File: src/rtl/fetch_ctrl.sv
// fetch_ctrl: instruction fetch sequencer; req/ack memory port, PC-tagged FIFO, redirect and HALT handling.
// Optional FETCH_PERF_EN adds saturating perf_fetched/perf_redirects counters.
`ifndef WIDTH
`define WIDTH 32
`endif
`ifndef HALT
`define HALT 5'h1f
`endif

module fetch_ctrl #(
  parameter int ADDR_W   = 16,
  parameter int RESET_PC = 0,
  parameter int DEPTH    = 2
) (
  input  logic              clk,
  input  logic              rst_n,
  output logic              imem_req,
  output logic [ADDR_W-1:0] imem_addr,
  input  logic              imem_ack,
  input  logic [`WIDTH-1:0] imem_rdata,
  input  logic              redirect_valid,
  input  logic [ADDR_W-1:0] redirect_pc,
  output logic              inst_valid,
  output logic [`WIDTH-1:0] inst,
  output logic [ADDR_W-1:0] inst_pc,
  input  logic              inst_ready,
  output logic              halted
`ifdef FETCH_PERF_EN
  ,
  output logic [31:0]       perf_fetched,
  output logic [31:0]       perf_redirects
`endif
);
  localparam int PW = $clog2(DEPTH);
  localparam int CW = $clog2(DEPTH + 1);
  typedef enum logic [1:0] {RUN, STOP, HALTED} state_t;
  state_t            state, nxt_state;
  logic [`WIDTH-1:0] mem_w [DEPTH];
  logic [ADDR_W-1:0] mem_pc [DEPTH];
  logic [PW-1:0]     rd_ptr, wr_ptr;
  logic [CW-1:0]     count, nxt_count;
  logic [ADDR_W-1:0] pc, nxt_pc, hold_pc;
  logic [`WIDTH-1:0] hold_w;
  logic              drop, act, redir, ack, push, pop, pop_halt, flush, nxt_req;
  assign act       = state != HALTED;
  assign redir     = redirect_valid && act;
  assign ack       = imem_req && imem_ack && act;
  assign push      = ack && !drop && !redir;
  assign inst_valid = count != '0;
  assign inst      = inst_valid ? mem_w[rd_ptr] : hold_w;
  assign inst_pc   = inst_valid ? mem_pc[rd_ptr] : hold_pc;
  assign pop       = inst_valid && inst_ready;
  assign pop_halt  = pop && inst[31:27] == `HALT;
  assign flush     = redir || pop_halt;
  assign halted    = state == HALTED;
  always_comb begin
    nxt_state = pop_halt ? HALTED : redir ? RUN :
                (push && imem_rdata[31:27] == `HALT) ? STOP : state;
    nxt_count = flush ? '0 : count + CW'(push) - CW'(pop);
    nxt_pc    = redir ? redirect_pc : push ? imem_addr + ADDR_W'(1) : pc;
    // an outstanding request stays up until acked; a fresh one needs a free slot
    nxt_req   = nxt_state != HALTED &&
                (imem_req ? !imem_ack : (nxt_state == RUN && nxt_count < CW'(DEPTH)));
  end
  always_ff @(posedge clk or negedge rst_n) begin
    if (!rst_n) begin
      state     <= RUN;
      pc        <= ADDR_W'(RESET_PC);
      imem_addr <= ADDR_W'(RESET_PC);
      imem_req  <= 1'b0;
      drop      <= 1'b0;
      count     <= '0;
      rd_ptr    <= '0;
      wr_ptr    <= '0;
      hold_w    <= '0;
      hold_pc   <= '0;
    end else begin
      state    <= nxt_state;
      pc       <= nxt_pc;
      count    <= nxt_count;
      imem_req <= nxt_req;
      if (!imem_req) imem_addr <= nxt_pc;
      drop     <= ack ? 1'b0 : (redir && imem_req) ? 1'b1 : drop;
      rd_ptr   <= flush ? '0 : rd_ptr + PW'(pop);
      wr_ptr   <= flush ? '0 : wr_ptr + PW'(push);
      if (inst_valid) begin
        hold_w  <= inst;
        hold_pc <= inst_pc;
      end
    end
  end
  always_ff @(posedge clk) begin
    if (push) begin
      mem_w[wr_ptr]  <= imem_rdata;
      mem_pc[wr_ptr] <= imem_addr;
    end
  end
`ifdef FETCH_PERF_EN
  always_ff @(posedge clk or negedge rst_n) begin
    if (!rst_n) begin
      perf_fetched   <= '0;
      perf_redirects <= '0;
    end else begin
      if (push) perf_fetched <= perf_fetched + 32'(perf_fetched != '1);
      if (redir) perf_redirects <= perf_redirects + 32'(perf_redirects != '1);
    end
  end
`endif
endmodule

File: config.mk
export PLATFORM = sky130hd
export DESIGN_NAME = fetch_ctrl
export DESIGN_NICKNAME = d
export VERILOG_FILES = /design/src/rtl/fetch_ctrl.sv
export SDC_FILE = /design/constraint.sdc
export NUM_CORES = 1
export LEC_CHECK = 0
export CELL_PAD_IN_SITES_DETAIL_PLACEMENT = 1
export CELL_PAD_IN_SITES_GLOBAL_PLACEMENT = 2
export CORE_MARGIN = 2
export CORE_UTILIZATION = 39
export DETAILED_ROUTE_END_ITERATION = 8
export PLACE_DENSITY = 0.87
export SYNTH_ARGS = -nofsm -noshare
export SYNTH_HDL_FRONTEND = slang
export SYNTH_SLANG_ARGS = --single-unit
File: constraint.sdc
create_clock -name clk -period 6.2 [get_ports clk]
set_input_delay 0.93 -clock clk [delete_from_list [all_inputs] [get_ports clk]]
set_output_delay 0.93 -clock clk [all_outputs]
set_load 0.02 [all_outputs]
==> summary.md <==
| Metric | Value |
|---|---|
| Mapped Cells | 582 |
| Leakage power | 0.00346 uW |
| Max Fclk | 244 MHz |
| Ys flop type | edfxtp_1 |
| Avg WL per Cell | 19.6 um |
| GRT overflow | 0 |
| Max transition margin | 17.2% |
| Placed Cells incl. Taps | 908 |
| Reg-to-reg startpoint | state[1] |
| Number of global-route vias before repair | 5350 |
| Yosys warns | 0 |
| RSZ-0062 raised after global routing | false |
| Worst path arrival time | 3.16 ns |
| Initial antenna violation count | 0 |
| Core area | 18800 um^2 |
| Area contributors post-synth | edfxtp_1 39%, dfrtp_1 29%, mux2i_1 6.8%, a21oi_1 6.7%, nor2_1 3.1% |
| Distinct cells, synth | 42 |
| CTS tree | done |
| Worst Tran Pin Value | 1.24 ns |
| Number of remaining DRC errors | 0 |
| Yosys top cell area share | 38.6% |
| Postcts setup bufs | 0 |
| Maximum VDD drop | 236 uV |
| Worst r2r path cells | 4 |
| Die X | 142 um |
| Mapped Area | 7480 um^2 |
| CTS Sinks | 184 |
| Final setup viols | 0 |
| Layout cells sized above 1 | 8.36% |
| Outcome | finished, final reports clean |
| Reg-to-reg setup timing slack | 2.97 ns |
| ANT nets after route | 0 |
| Vias/cell | 5.29 |
| Multi-input gate area | 2180 um^2 |
| HPWL Detailed | 12100 um |
| Hold_buf cts | 0 |
| Minimum clock period | 4.09 ns |
| FILL cells | 1889 |
| Die height | 142 um |
| Clk root buf | clkbuf_16 |
| Buffers on Ports | 119 |
| Top cells by count, synth | 100 x a21oi_1, 96 x edfxtp_1, 88 x dfrtp_1, 62 x nor2_1, 51 x mux2i_1 |
| First-pass GRT wire length | 28900 um |
| Number of synthesized register bits | 184 |
| Worst Hold Class | in2async |
| TritonRoute pass-1 iters | 5 |
| Vias | 4972 |
| Post-Route WL | 18400 um |
| # diodes | 0 |
| Register area share after synthesis | 68.0% |
| Number of max-cap violations | 0 |
| Clock Latency Late Sink | 0.43 ns |
| Clk slew on worst S/H paths | 0.07 ns |
| Crit Path Category | reg2out |
| Layout area overhead | 26.1% |
| Iteration-0 DRC count of the detailed router | 271 |
| Count of final hold-check violations | 0 |
| Largest net degree at the start of global routing | 79 |
| Cells along the critical path | or2_4 > buf_4 > nor2_1 > a21oi_1 > clkdlybuf4s50_1 |
| TNS Setup | 0 ns |
| Crit Path Max Fanout | 78 |
| Num rows | 50 |
| CTS Buf Count | 17 |
| Cell Pwr Density | 522 nW/um^2 |
| CP peak stage delay | 0.68 ns |
| Final net count | 751 |
| Bufs on Longest Clock Path | 2 |
| FF-to-FF End | mem_w[0][0] |
| H-Tree Depth | 4 |
| GRT Total Usage | 18.8% |
| EDFF count, synth | 96 |
| Crit end category | output pin |
| Non-filler instance count after layout | 940 |
| GP Congestion | 0.778 |
| Mapped Nets | 640 |
| Die ar. | 20300 um^2 |
| Clock Skew | 0.00669 ns |
| Register Area | 5090 um^2 |
| Ports | 120 |
| Starting Density | 39.8% |
| Ys async rst share | 47.8% |
| Mapped Avg Cell Area | 12.8 um^2 |
| Fin. max-slew vios | 0 |
| Period utilization | 66.0% |
| Yosys top cell by area | edfxtp_1 |
| Req. time, crit path | 5.27 ns |
| Most frequent cell after synthesis | a21oi_1 |
| Post-CTS Resized | 0 |
| Critical-path top delay cell | or2_4 |
| Crit path launch type | flop |
area by class of cell:
class                      instances  area share, %
clock buffer                      20           4.95
tap                              234           3.11
clock inverter                    12          0.995
inverter                          19          0.757
multi-input combinational        346           23.1
timing repair buffer             125           13.1
sequential                       184           54.0
kinds of logic after synthesis:
family / count (synthesis) / share of synthesized area, %
AOI/OAI and AO/OA: 139 / 10.4
xor gates and xnor gates: 15 / 1.76
adders and majority gates: 5 / 0.837
buffers and inverters: 52 / 2.91
DFF: 184 / 68.0
muxes: 61 / 8.43
and+or+nand+nor: 126 / 7.68
critical path: cells and delay by family (launching register included):
kind,cells,cell delay (ns)
AND/OR/NAND/NOR,2,0.82
buffers and inverters,2,1.28
flip-flops,1,0.37
AO/OA/AOI/OAI,1,0.24
power breakdown:
group,internal (uW),total [uW],switching (uW)
logic,885,2070,1190
clock network,549,1020,470
registers,1610,1830,216
total,3050,4920,1870
how the worst max path moves through the flow:
stage | from | to | slack [ns] | cells after the start
after global placement | imem_ack | mem_w[0][14] | 2.10 | 5
after CTS | count[1] | inst[17] | 2.10 | 5
after global routing | count[1] | inst[17] | 1.92 | 5
after detailed placement | imem_ack | mem_w[0][15] | 2.00 | 5
after floorplan | redirect_valid | mem_pc[1][0] | 2.83 | 6
final | count[1] | inst[17] | 2.11 | 5
metal layers:
metal	GRT usage (%)	up-vias	share of wire, %
li1	-	2316	-
met1	24.8	2516	45
met2	31.1	118	49
met3	3.63	22	3.8
met4	6.41	0	1.7
met5	0	-	0
state kept, by name, summed over array words and instances (netlist names):
signal and flops:
mem_pc 32, drop 1, rd_ptr 1, pc 16
count 2, wr_ptr 1, hold_pc 16, hold_w 32
imem_addr 16, mem_w 64, state 2, imem_req 1
per-stage QoR:
| stage | setup slack, ns | utilization, % | power [uW] | area (um^2) | hold WS, ns |
|---|---|---|---|---|---|
| 3_3_place_gp | 2.10 | 47.2 | 3830 | 8870 | 0.488 |
| 6_report | 2.11 | 50.2 | 4920 | 9430 | 0.333 |
| 4_1_cts | 2.10 | 50.2 | 4980 | 9430 | 0.305 |
| 5_1_grt | 1.92 | 50.2 | 5190 | 9430 | 0.324 |
| 3_5_place_dp | 2.00 | 47.2 | 3940 | 8870 | 0.508 |
| 2_1_floorplan | 2.83 | - | 3010 | 7480 | 0.477 |
cell usage in the layout (no fill, tap or decap), types with 6 or more instances in the layout:
cell / synthesis / routed
xnor2_1: 11 / 11
inv_1: 18 / 18
nor2_1: 62 / 62
buf_4: 1 / 7
nand2_1: 23 / 23
clkdlybuf4s50_1: 0 / 118
edfxtp_1: 96 / 96
nand3_1: 7 / 7
a21oi_1: 100 / 100
o21ai_0: 16 / 16
clkbuf_16: 0 / 17
mux2i_1: 51 / 51
dfrtp_1: 88 / 87
mux2_2: 8 / 8
o31ai_1: 8 / 8
and3_1: 6 / 6
(Power assumes the default switching activity.)
